### config.mk
export PLATFORM = sky130hd
export DESIGN_NAME = coin_collector
export DESIGN_NICKNAME = d
export VERILOG_FILES = /design/src/rtl/coin_collector.sv
export SDC_FILE = /design/constraint.sdc
export NUM_CORES = 1
export LEC_CHECK = 0
export CELL_PAD_IN_SITES_DETAIL_PLACEMENT = 0
export CELL_PAD_IN_SITES_GLOBAL_PLACEMENT = 2
export CORE_ASPECT_RATIO = 1.75
export CORE_MARGIN = 2
export CORE_UTILIZATION = 32
export DETAILED_ROUTE_END_ITERATION = 16
export PLACE_DENSITY = 0.94
export SYNTH_ARGS = -nofsm -noshare
export SYNTH_HDL_FRONTEND = slang
export SYNTH_SLANG_ARGS = --single-unit
### constraint.sdc
create_clock -name clk -period 9.1 [get_ports clk]
set_input_delay 2.275 -clock clk [delete_from_list [all_inputs] [get_ports clk]]
set_output_delay 2.275 -clock clk [all_outputs]
set_load 0.01 [all_outputs]
### src/rtl/coin_collector.sv
// rtl/coin_collector.sv - coin and selection front-end feeding the vending machine core
//
// Purpose:
//   Counts inserted coins per denomination and handles refunds on cancel.
//   On a keypad selection it presents one transaction request to the core,
//   then blocks further input until the core has finished the service.
//
// Ports:
//   clk            system clock
//   reset          synchronous, active-low reset
//   coinValid      a coin is inserted this cycle
//   coinType       coin denomination: 00=50, 01=10, 10=5, 11=1
//   selValid       keypad selection strobe
//   selItem        item code: 00=NONE, 01=A, 10=B, 11=C
//   cancel         refund request
//   serviceTypeIn  core service state: 00=OFF, 01=ON, 10=BUSY, 11=not ON
//   coinInNTD_*    per-denomination coin counts presented to the core
//   itemTypeIn     requested item; it is non-NONE only while the request is pending
//   ready          high while coins and selections are accepted
//   creditValue    running credit value of the counted coins
//   coinReject     one-cycle pulse: the coin from the previous cycle was returned
//   refundValid    one-cycle pulse: a cancel completed
//   refundValue    refunded credit while refundValid is high, 0 otherwise
module coin_collector (
  input  logic       clk,
  input  logic       reset,
  input  logic       coinValid,
  input  logic [1:0] coinType,
  input  logic       selValid,
  input  logic [1:0] selItem,
  input  logic       cancel,
  input  logic [1:0] serviceTypeIn,
  output logic [1:0] coinInNTD_50,
  output logic [1:0] coinInNTD_10,
  output logic [1:0] coinInNTD_5,
  output logic [1:0] coinInNTD_1,
  output logic [1:0] itemTypeIn,
  output logic       ready,
  output logic [7:0] creditValue,
  output logic       coinReject,
  output logic       refundValid,
  output logic [7:0] refundValue
);

  typedef enum logic [1:0] {
    COLLECT = 2'd0,
    ISSUE   = 2'd1,
    WAIT    = 2'd2
  } stateT;

  localparam logic [1:0] SVC_OFF   = 2'b00;
  localparam logic [1:0] SVC_ON    = 2'b01;
  localparam logic [1:0] ITEM_NONE = 2'b00;

  stateT state;

  // Counter values after taking this cycle's coin, if the coin fits.
  logic [1:0] next50, next10, next5, next1;
  logic       coinAccept;
  logic [7:0] nextCredit;

  // The maximum value is 3*50 + 3*10 + 3*5 + 3 = 198, so 8 bits never wrap.
  function automatic logic [7:0] creditOf(input logic [1:0] n50, input logic [1:0] n10,
                                          input logic [1:0] n5, input logic [1:0] n1);
    return ({6'd0, n50} * 8'd50) + ({6'd0, n10} * 8'd10) + ({6'd0, n5} * 8'd5) + {6'd0, n1};
  endfunction

  always_comb begin
    next50     = coinInNTD_50;
    next10     = coinInNTD_10;
    next5      = coinInNTD_5;
    next1      = coinInNTD_1;
    coinAccept = 1'b0;
    if (coinValid) begin
      case (coinType)
        2'b00: if (coinInNTD_50 != 2'd3) begin next50 = coinInNTD_50 + 2'd1; coinAccept = 1'b1; end
        2'b01: if (coinInNTD_10 != 2'd3) begin next10 = coinInNTD_10 + 2'd1; coinAccept = 1'b1; end
        2'b10: if (coinInNTD_5  != 2'd3) begin next5  = coinInNTD_5  + 2'd1; coinAccept = 1'b1; end
        default: if (coinInNTD_1 != 2'd3) begin next1 = coinInNTD_1 + 2'd1; coinAccept = 1'b1; end
      endcase
    end
    nextCredit = creditOf(next50, next10, next5, next1);
  end

  always_ff @(posedge clk) begin
    if (!reset) begin
      state        <= COLLECT;
      coinInNTD_50 <= 2'd0;
      coinInNTD_10 <= 2'd0;
      coinInNTD_5  <= 2'd0;
      coinInNTD_1  <= 2'd0;
      itemTypeIn   <= ITEM_NONE;
      ready        <= 1'b1;
      creditValue  <= 8'd0;
      coinReject   <= 1'b0;
      refundValid  <= 1'b0;
      refundValue  <= 8'd0;
    end else begin
      refundValid <= 1'b0;
      refundValue <= 8'd0;
      // Outside COLLECT every coin is handed back; COLLECT overrides below.
      coinReject  <= coinValid;
      case (state)
        COLLECT: begin
          coinReject <= coinValid && !coinAccept;
          if (cancel) begin
            // The refund includes a coin accepted in the same cycle.
            refundValid  <= 1'b1;
            refundValue  <= nextCredit;
            coinInNTD_50 <= 2'd0;
            coinInNTD_10 <= 2'd0;
            coinInNTD_5  <= 2'd0;
            coinInNTD_1  <= 2'd0;
            creditValue  <= 8'd0;
          end else begin
            coinInNTD_50 <= next50;
            coinInNTD_10 <= next10;
            coinInNTD_5  <= next5;
            coinInNTD_1  <= next1;
            creditValue  <= nextCredit;
            if (selValid && selItem != ITEM_NONE) begin
              itemTypeIn <= selItem;
              ready      <= 1'b0;
              state      <= ISSUE;
            end
          end
        end
        ISSUE: begin
          // The core samples the request on this edge when it is ON.
          if (serviceTypeIn == SVC_ON) begin
            coinInNTD_50 <= 2'd0;
            coinInNTD_10 <= 2'd0;
            coinInNTD_5  <= 2'd0;
            coinInNTD_1  <= 2'd0;
            creditValue  <= 8'd0;
            itemTypeIn   <= ITEM_NONE;
            state        <= WAIT;
          end
        end
        WAIT: begin
          if (serviceTypeIn == SVC_OFF) begin
            ready <= 1'b1;
            state <= COLLECT;
          end
        end
        default: begin
          ready <= 1'b1;
          state <= COLLECT;
        end
      endcase
    end
  end

endmodule

* Word level (Yosys, flattened, before mapping)
Cells that the tools add are included.
Cells by class: add/subtract/negate cells 7, $mul 3, equality and inequality tests 13, muxes and demuxes 44, bitwise operators 1, reduce and logical (&&, ||, !) cells 15
Operators by type and width (number):
- 2-bit two-way mux | 23
- 2-bit one-hot mux with 2 select lines | 5
- 8-bit two-way mux | 2
- 2-bit != test (second input constant) | 8
- 8-bit one-hot mux with 2 select lines | 1
- 4-bit AND reduction | 3
- 2-bit by 3-bit multiplier with 5-bit output (second input constant) | 2
- 1-bit two-way mux | 10
- 2-bit by 1-bit adder with 2-bit output (second input constant) | 4
- 8-bit by 2-bit adder with 8-bit output | 1
- 8-bit by 5-bit adder with 8-bit output | 1
- 8-bit by 6-bit adder with 8-bit output | 1
- 2-bit by 5-bit multiplier with 7-bit output (second input constant) | 1
- 2-bit by 1-bit equality test with 1-bit output (second input constant) | 3
- 2-bit zero test | 3
- 1-bit one-hot mux with 3 select lines | 2
- 2-bit one-hot mux with 3 select lines | 1
- 2-bit equality test (second input constant) | 2
- 2-bit AND reduction | 2
- 2-bit nonzero test | 2
- 3-bit AND reduction | 1
- 3-bit OR reduction | 1
- 1-bit logical AND | 2
- 1-bit zero test | 1
- 1-bit inverter | 1
Word-level totals: flip-flop bits (word level) 31, input port bits 11, output and inout bits 29, logic and storage cells 94

* Depth between registers and ports, before layout
Gate-level depths: netlist of the first run.
depth after elaboration 10, depth in mapped cells 13, mapped depth without buffers 12

* Least setup slack after synthesis of the first run
OpenSTA, ideal clock, no wires.
kind input to register, start in coinType[0], end reg creditValue[7], library setup time 0.117 ns, arrival 4.964 ns, required time 8.983 ns, path slack 4.019 ns, cell stages on the path 12, buffers on the path 1, path through buf_2 -> and4_1 -> or2_2 -> ha_1 -> inv_1 -> fa_1 -> inv_1 -> ha_1 -> a211oi_2 -> nor3_1 -> or3_1 -> a32o_1
On the way: longest elaborated chain between the ends 9, elaborated cells between the ends (all ways) 20, classes of those cells add/sub (3); mul (3); eq/ne (2); mux (10); reduce/logical (2)
RTL lines:
- from (decl) | RTL line 28 | input logic [1:0] coinType,
- 2-bit zero test / 2-bit by 1-bit equality test with 1-bit output (equally long branches) | RTL line 75 | case (coinType)
- 2-bit two-way mux | RTL line 75
- 2-bit two-way mux | RTL line 74 | if (coinValid) begin
- 2-bit by 5-bit multiplier with 7-bit output / 2-bit by 3-bit multiplier with 5-bit output (equally long branches) | RTL line 65 | return ({6'd0, n50} * 8'd50) + ({6'd0, n10} * 8'd10) + ({6'd0, n5} * 8'd5) + {6'd0, n1};
- 8-bit by 6-bit adder with 8-bit output | RTL line 65
- 8-bit by 5-bit adder with 8-bit output | RTL line 65
- 8-bit by 2-bit adder with 8-bit output (*) | RTL line 65
- 8-bit two-way mux (*) | RTL line 106 | if (cancel) begin
- 8-bit one-hot mux with 2 select lines (*) | RTL line 103 | case (state)
- to (signal assigned) | RTL line 120 | creditValue <= nextCredit;
- to (decl) | RTL line 39 | output logic [7:0] creditValue,
Every way passes the cells marked *; elsewhere a longest branch is shown, timed or not. A chain may end at the register's enable or synchronous reset.

* Final worst setup path of the first run
Same ends and word-level chain as after synthesis.

==> results of run 1 <==
-- routing by layer --
metal  track usage [%]  vias to the layer above
met1              18.0                      732
met3              1.52                        9
met4              9.23                        0
li1                  -                      779
met2              27.5                       42
met5                 0                        -
-- worst max path at each step --
stage / startpoint / endpoint / slack, ns / cells after the start
detailed placement: coinType[1] / creditValue[7] / 3.32 / 12
floorplan: coinType[0] / creditValue[7] / 4.02 / 12
finish: coinType[0] / creditValue[7] / 3.59 / 12
global placement: coinType[1] / creditValue[7] / 3.36 / 12
global route: coinType[1] / creditValue[7] / 3.39 / 12
CTS: coinType[1] / creditValue[7] / 3.62 / 12
-- cell usage after synthesis, types with 2 or more instances --
| cell | number |
|---|---|
| ha_1 | 16 |
| nor3_1 | 3 |
| a31oi_1 | 3 |
| inv_1 | 20 |
| nor2_1 | 15 |
| a21boi_1 | 2 |
| dfxtp_1 | 31 |
| or4b_1 | 3 |
| clkbuf_1 | 3 |
| buf_2 | 3 |
| fa_1 | 2 |
| xnor2_1 | 2 |
| and2_1 | 3 |
| a22oi_1 | 6 |
| a21boi_0 | 2 |
| o21ai_0 | 11 |
| nand3_1 | 3 |
| nor3b_1 | 2 |
| nor2b_1 | 8 |
| nor4b_1 | 2 |
| a21o_1 | 4 |
| o21a_1 | 2 |
| a31o_2 | 2 |
| nand2_1 | 7 |
| or2_2 | 2 |
| nand2b_1 | 4 |
| a211oi_1 | 2 |
| o2bb2ai_1 | 3 |
| a22o_1 | 4 |
| xor2_1 | 2 |
| a21oi_1 | 8 |
-- sequential cells by signal, summed over array words and instances, names as in the netlist, 2 cells and up --
register and count:
coinInNTD_5 2, state 2, refundValue 8, itemTypeIn 2, coinInNTD_50 2, creditValue 8
coinInNTD_10 2, coinInNTD_1 2
-- per-stage QoR --
step / instances / setup WS, ns / total power, mW / hold slack, ns / utilization [%]
after floorplan: 197 / 4.02 / 0.179 / 0.490 / -
after global placement: 303 / 3.36 / 0.202 / 0.456 / 41.6
after detailed placement: 303 / 3.32 / 0.203 / 0.454 / 41.6
after CTS: 311 / 3.62 / 0.344 / 0.472 / 43.8
after global routing: 311 / 3.39 / 0.356 / 0.492 / 43.8
final: 311 / 3.59 / 0.341 / 0.466 / 43.8
-- power groups by stage --
stage               Combinational, mW  Sequential (mW)  Clock, mW
floorplan                      0.0295            0.150          0
global placement               0.0535            0.149          0
detailed placement             0.0539            0.149          0
CTS                            0.0543            0.146      0.144
global route                   0.0603            0.146      0.149
finish                         0.0537            0.145      0.142
-- cells by family after synthesis --
family	after synthesis
simple gates	60
compound gates	56
flops	31
buf+inv	27
fa+ha+maj	18
xor+xnor	4
mux	1
-- worst register-to-register path, stage by stage, from the launching register on --
cell and delay (ns):
dfxtp_1 0.41, nand4b_1 0.15, nor2_1 0.12, nor2_1 0.09, ha_1 0.28, inv_1 0.05, fa_1 0.53, inv_1 0.04
ha_1 0.36, o21ai_0 0.28, nor3_1 0.11, or3_1 0.38, a32o_1 0.26
-- area by class of cell --
class / instances / area (µm²)
Timing Repair Buffer: 39 / 390
Clock buffer: 6 / 82.6
Tap cell: 74 / 92.6
Sequential cell: 31 / 621
Multi-Input combinational cell: 139 / 1020
Clock inverter: 2 / 35.0
Inverter: 20 / 75.1
Fill cell: 534 / 2980
==> run summary, run 1 <==
The flow ran to the end, and the final reports show no timing, DRC or antenna violations. The critical path class is input port to flip-flop. The final layout contains routed wiring with a total length of 4340 µm. Setup repair after global routing left no endpoint under its margin.

The core region is 0.00530 mm². The highest signal layer in the routed design is met4. The library cells used most frequently in the layout, excluding fill and tap cells, are 39 x clkdlybuf4s50_1, 31 x dfxtp_1, 20 x inv_1, 16 x ha_1, 15 x nor2_1. Sequential cells were found to cover 35.4% of the synthesized design area. Overall die area: 0.00611 mm². In this run the tool buffered the top-level ports with 39 buffer cells. Global routing used 15.8% of the available tracks. The final antenna diode count is 0, and the reg-to-reg setup timing slack is 5.95 ns. The worst-case IR drop observed on VDD is 0.0000626 V. The deepest level of the CTS H-tree came out at 2.

A synthesized cell averages 8.90 µm². After synthesis the cells add up to 0.00175 mm². The cell count after synthesis was 197.

The detailed router placed 1562 vias in this run. The dominant combinational cell family by area after synthesis was compound AO/OA/AOI/OAI gates. Counting both buffers and inverters, the worst setup path holds a total of 3. The run gives 1546 as the via count of the first global-routing pass. Of the total power, the clock network draws 41.6%. The hold path depth came out at 1. Walking the worst path, the cells encountered are clkdlybuf4s50_1, and4_1, or2_2, ha_1, inv_1, fa_1, inv_1, ha_1, a211oi_2, nor3_1, or3_1, a32o_1.

For this run, the slowest stage of the critical path takes 0.59 ns. The root buffer cell chosen for the clock tree is clkbuf_8. After clock tree synthesis, the clock-pin slew on the worst setup and hold paths is 0.07 ns. The share of synthesized area in the top cell type comes to 35.4%.

The vertical die dimension is 102 µm, and the post-route antenna net violation count is 0. The wire length on met3 is 140 µm. The internal power of the cells totals 0.256 mW. The wire-length estimate of the detail-placed layout is 3350 µm.

Path class of the lowest-slack min-delay path: flip-flop to flip-flop. In the final routed layout, each cell accounts on average for 14.0 µm. Counting flops with an async set or reset pin after synthesis yields a share of 0%.

Final worst-path cycle share: 60.6%. The share of the synthesized netlist area taken by xor and xnor gates is 2.00%, and the number of buffers added by the clock tree synthesis step is 5. The arrival time of data at the critical path endpoint was 5.70 ns. Buffers inserted to repair hold after CTS numbered 0.

For hold timing, the worst endpoint is creditValue[5]. The pre-antenna-repair detailed-routing pass consisted of 4 iterations. For the pin with the worst max-slew slack, the measured transition is 0.618 ns. In this run the power density over the cells is 147 mW/mm². The final period demand of the worst path was 5.51 ns.

TritonCTS built the clock tree. In this run the deepest clock path goes through 2 buffers. The synthesized-area fraction occupied by and/or/nand/nor cells works out to 19.6%. STA classifies the critical path startpoint as an input port.

Net count of the mapped netlist: 226. The hold path startpoint was creditValue[5]. The most instantiated flip-flop cell in the synthesis netlist is dfxtp_1. Summed over all nets, the switching power comes to 0.0854 mW. In this run the post-CTS setup repair buffer count came out at 0. The run gives 265 as the final net count. For this run, design rule violations remaining after detail routing come to 0.

The starting utilization of the core area was 33.1%. Dominant delay contributor by cell family on the critical path: simple AND/OR/NAND/NOR gates. The tools report the kind of end point of the critical path as a flip-flop. The number of antenna violations at the first check in global routing is 0, and the number of enable flip-flop cells after synthesis is 0. The library cell used most frequently in the layout, excluding fill and tap cells, is clkdlybuf4s50_1.

The die span in x works out to 60.0 µm. The summed negative setup slack over all endpoints was 0 ns; the remaining max-slew budget at the tightest pin was 58.6%. Entering global routing, the biggest net connects 19 pins. For the initial DRC count, the log shows 48. Setup violations remaining at the end of the flow were counted as 0. In the synthesized netlist, mux cells make up 0.642% of the area. For this design the static power due to leakage is 0.958 nW.

The met2 layer wire length in the routed design was 2320 µm; the maximum fanout count along the critical path was 10. In the routed layout, each cell is associated on average with a via count of 5.02. The instance area after placement is 0.00220 mm², and the sink count of the clock tree is 31. The count of pins over their slew limit is 0, and the final design area excluding fillers is 0.00232 mm².

The fmax is 181 MHz, and the fraction of the mapped netlist area in compound gates is 22.5%. The tools report the origin of the critical flop-to-flop path as coinInNTD_5[0]. Across the routed clock network, the largest skew measured is 0.00979 ns. At the end of routability-driven placement, the weighted congestion stood at 0.868. The share of total power dissipated in sequential elements is 42.7%. The floorplan has 35 rows. Measured in cells, the most critical reg-to-reg path has a length of 12.

The fraction of power spent switching nets works out to 25.0%. The first global-routing pass estimated 7310 µm of wire. Counting flops and latches in the post-synthesis netlist gives 31. For this run the aggregate overflow at the end of global routing stands at 0.

Total I/O pin count: 40. The area growth from synthesis to layout is 32.3%. The tools report the count of unique library cells instantiated by Yosys as 48. Data on the critical path is required at its endpoint by 9.29 ns. The met1 wire length came out at 1760 µm.

The logs give 0 for the number of warning messages in the yosys log and 0 for the count of cells resized by post-cts repair. Of the total synthesized cell area, the portion taken by full adders, half adders and majority gates is 13.7%. Worst-path cell with the longest stage delay: clkdlybuf4s50_1. Yosys attributes the largest share of cell area to dfxtp_1 35%, ha_1 11%, inv_1 4.3%. Post-synthesis cell type with the largest combined area: dfxtp_1.

Across the run, the number of max-cap violations was 0. The tools report the number of hold violations in the final report as 0. In this run the critical register-to-register path is captured at creditValue[7]. Cells with a size suffix above 1 make up 6.33% of the layout. Proportion of power drawn by combinational gates: 15.7%.

The tools report the worst-skew pair later-pin latency as 0.29 ns.
(Power assumes the default switching activity.)
==> run 2, diff against run 1 <==
--- a/config.mk
+++ b/config.mk
@@ -9,9 +9,9 @@
 export CELL_PAD_IN_SITES_GLOBAL_PLACEMENT = 2
 export CORE_ASPECT_RATIO = 1.75
 export CORE_MARGIN = 2
-export CORE_UTILIZATION = 32
+export CORE_UTILIZATION = 27
 export DETAILED_ROUTE_END_ITERATION = 16
-export PLACE_DENSITY = 0.94
+export PLACE_DENSITY = 0.85
 export SYNTH_ARGS = -nofsm -noshare
 export SYNTH_HDL_FRONTEND = slang
 export SYNTH_SLANG_ARGS = --single-unit
==> constraint.sdc (replaced) <==
create_clock -name clk -period 4.8 [get_ports clk]
set_input_delay 1.2 -clock clk [delete_from_list [all_inputs] [get_ports clk]]
set_output_delay 1.2 -clock clk [all_outputs]
set_load 0.01 [all_outputs]
==> run 2 against run 1 <==
Critical endpoint unchanged. Clock power increased by 87%. Via count decreased by 1.8%. Worst hold slack improved by 0.0026 ns. Die area is 17% higher. Sequential share of layout area fell by 0.59 points. Clock skew fell by 0.00079 ns. Largest power group unchanged. Highest routed layer unchanged. Count of clock-buffer cells in the layout is the same.
==> run summary, run 2 (synthesis gave the netlist of run 1 again) <==
Net switching is 24.6% of the power. Count of pins over their slew limit: 0. The floorplan has 38 rows. The initial DRC count was 63; the number of placed cells counting well taps was 315.

Static timing analysis puts the maximum clock frequency at 232 MHz. The number of hold violations in the final report is 0. In the final layout, the multi-input gates occupy 0.00102 mm².

The category of the worst setup path launch point was an input port. The run finished with clean final reports. The power density of the placed cells came out at 272 mW/mm². Summing internal, switching and leakage power gives 0.645 mW. The filler cells instantiated in the layout total 642.

Once detail routing completed, the nets flagged for antenna violations numbered 0. For the sequential cell area in the final layout, the log shows 621 µm². Setup repair after global routing left no endpoint under its margin.

The internal power component is 0.486 mW. The tools report the global routing usage summed across all routing layers as 13.1%. The detailed-route via count came out at 1534. Leaving out fill and tap cells, the most frequent cells in the layout are 39 x clkdlybuf4s50_1, 31 x dfxtp_1, 20 x inv_1, 16 x ha_1, 15 x nor2_1.

Summed over all nets, the switching power comes to 0.159 mW. Of all nets on the critical path, the largest fanout is 7. Cells fill 38.1% of the core in the end. The met2 layer wire length in the routed design is 2230 µm. VDD sags by at most 0.000117 V. Critical path class: input port to flip-flop. Relative to the synthesized area, the layout overhead comes to 35.3%. The post-detailed-route wirelength per cell is 13.4 µm. Data on the critical path is required at its endpoint by 4.98 ns.

After detailed routing, no signal wire sits above met4. In this run the worst hold path is classified as flip-flop to flip-flop. The later pin in the worst-skew pair is clocked with a latency of 0.28 ns. The vertical die dimension is 111 µm.

Kind of end point of the critical path: a flip-flop. In this run the number of H-tree levels came out at 2. The arrival time of data at the critical path endpoint is 4.48 ns, and the leakage power summed over all cells is 0.988 nW. The maximum buffer depth of the clock tree came out at 2. Starting utilization of the core area: 28.2%. The final period demand of the worst path came out at 4.31 ns.

The proportion of power drawn by combinational gates is 15.9%, and the sequential group share of total power is 42.8%. The die covers 0.00718 mm². Headroom to the max-slew limit came out at 54.3%. Entering global routing, the biggest net connects 19 pins. Clock-pin slew was measured on the worst setup and hold paths at 0.07 ns. After detailed routing, the wire length on met1 is 1820 µm. The tools report the wire length on met3 as 135 µm. The buffer cell driving the clock tree root is clkbuf_8. Of the cells placed in the final design, the portion with a size suffix greater than 1 is 8.64%.

The number of DRC violations after detailed routing was 0. Leaving out fill and tap cells, the most frequent cell in the layout is clkdlybuf4s50_1. 40 I/O pins were placed. The clock network fraction of total power came out at 41.3%.

The wire length of the first global-routing pass was 7340 µm; the number of buffers inserted for hold repair after clock tree synthesis was 0. The half-perimeter wire length after detailed placement is 3460 µm, and the final weighted congestion in routability-driven placement is 0.826. Of the available clock period, the critical path in the final layout requires 89.8%. The slew at the pin closest to its max-slew limit was 0.682 ns. The total overflow left after global routing is 0. Largest clock skew in the final design: 0.00900 ns.

The run gives 1606 as the via count of the first global-routing pass. The number of antenna violations at the first check in global routing is 0. The net count of the finished layout is 271. TritonCTS created 5 clock buffers. The sink count of the clock tree was 31; the worst hold slack across all endpoints was 0.468 ns. TritonCTS built the clock tree. Wires add up to 4330 µm. In the final timing run, aggregate negative setup slack is 0 ns.

The run gives 323 as the non-filler instance count after layout. The largest registers in the layout are creditValue x8, refundValue x8. The number of gates resized after CTS was 0. The core region is 0.00623 mm². The run gives 0 as the final setup violation count. During placement, the flow inserted port buffers numbering 39. The logs give 0 for the post-CTS setup buffer count and 0 for the number of maximum-capacitance violations.

The first detailed-routing pass ran for 4 iterations. The per-cell via count in the routed design works out to 4.75. The final antenna diode count is 0, and the die span in x is 64.9 µm.
==> run 2: cell types whose count changed in the layout (fill, tap and decap cells not counted) <==
cell	change
buf_4	+6
==> run 2: area by class of cell <==
class                           instances  share of cell area (%)
Multi-Input combinational cell        139                    43.2
Sequential cell                        31                    26.1
Timing Repair Buffer                   45                    18.3
Tap cell                               80                    4.22
Clock buffer                            6                    3.48
Inverter                               20                    3.16
Clock inverter                          2                    1.48
==> run 2: layer usage <==
metal | vias up | global-route usage [%]
li1 | 790 | -
met1 | 701 | 14.1
met2 | 34 | 23.6
met3 | 9 | 2.14
met4 | 0 | 6.52
met5 | - | 0
==> run 2: final timing paths <==
kind | start | endpoint | slack, ns | depth (start not counted)
setup / recovery | coinValid | creditValue[7] | 0.49 | 12
hold / removal | itemTypeIn[0] | itemTypeIn[0] | 0.47 | 2
setup reg to reg | coinInNTD_5[0] | creditValue[7] | 1.68 | 12
hold reg to reg | itemTypeIn[0] | itemTypeIn[0] | 0.47 | 2
==> run 2: worst max-delay path: stages <==
cell,delay [ns]
clkdlybuf4s50_1,0.51
nor2b_1,0.23
a31o_2,0.30
ha_1,0.28
inv_1,0.05
fa_1,0.52
inv_1,0.04
ha_1,0.34
o21ai_0,0.28
nor3_1,0.10
or3_1,0.36
a32o_1,0.26
==> run 2: per-stage QoR <==
stage | area [µm²] | worst slack [ns]
2_1_floorplan | 1750 | 0.794
3_3_place_gp | 2260 | 0.246
3_5_place_dp | 2260 | 0.192
4_1_cts | 2370 | 0.496
5_1_grt | 2370 | 0.257
6_report | 2370 | 0.491
==> run 2: power by group through the flow <==
stage / sequential [mW] / clock [mW] / combinational, mW
6_report: 0.276 / 0.266 / 0.103
3_3_place_gp: 0.282 / 0 / 0.104
3_5_place_dp: 0.282 / 0 / 0.104
4_1_cts: 0.276 / 0.273 / 0.105
5_1_grt: 0.278 / 0.281 / 0.115
2_1_floorplan: 0.284 / 0 / 0.0559
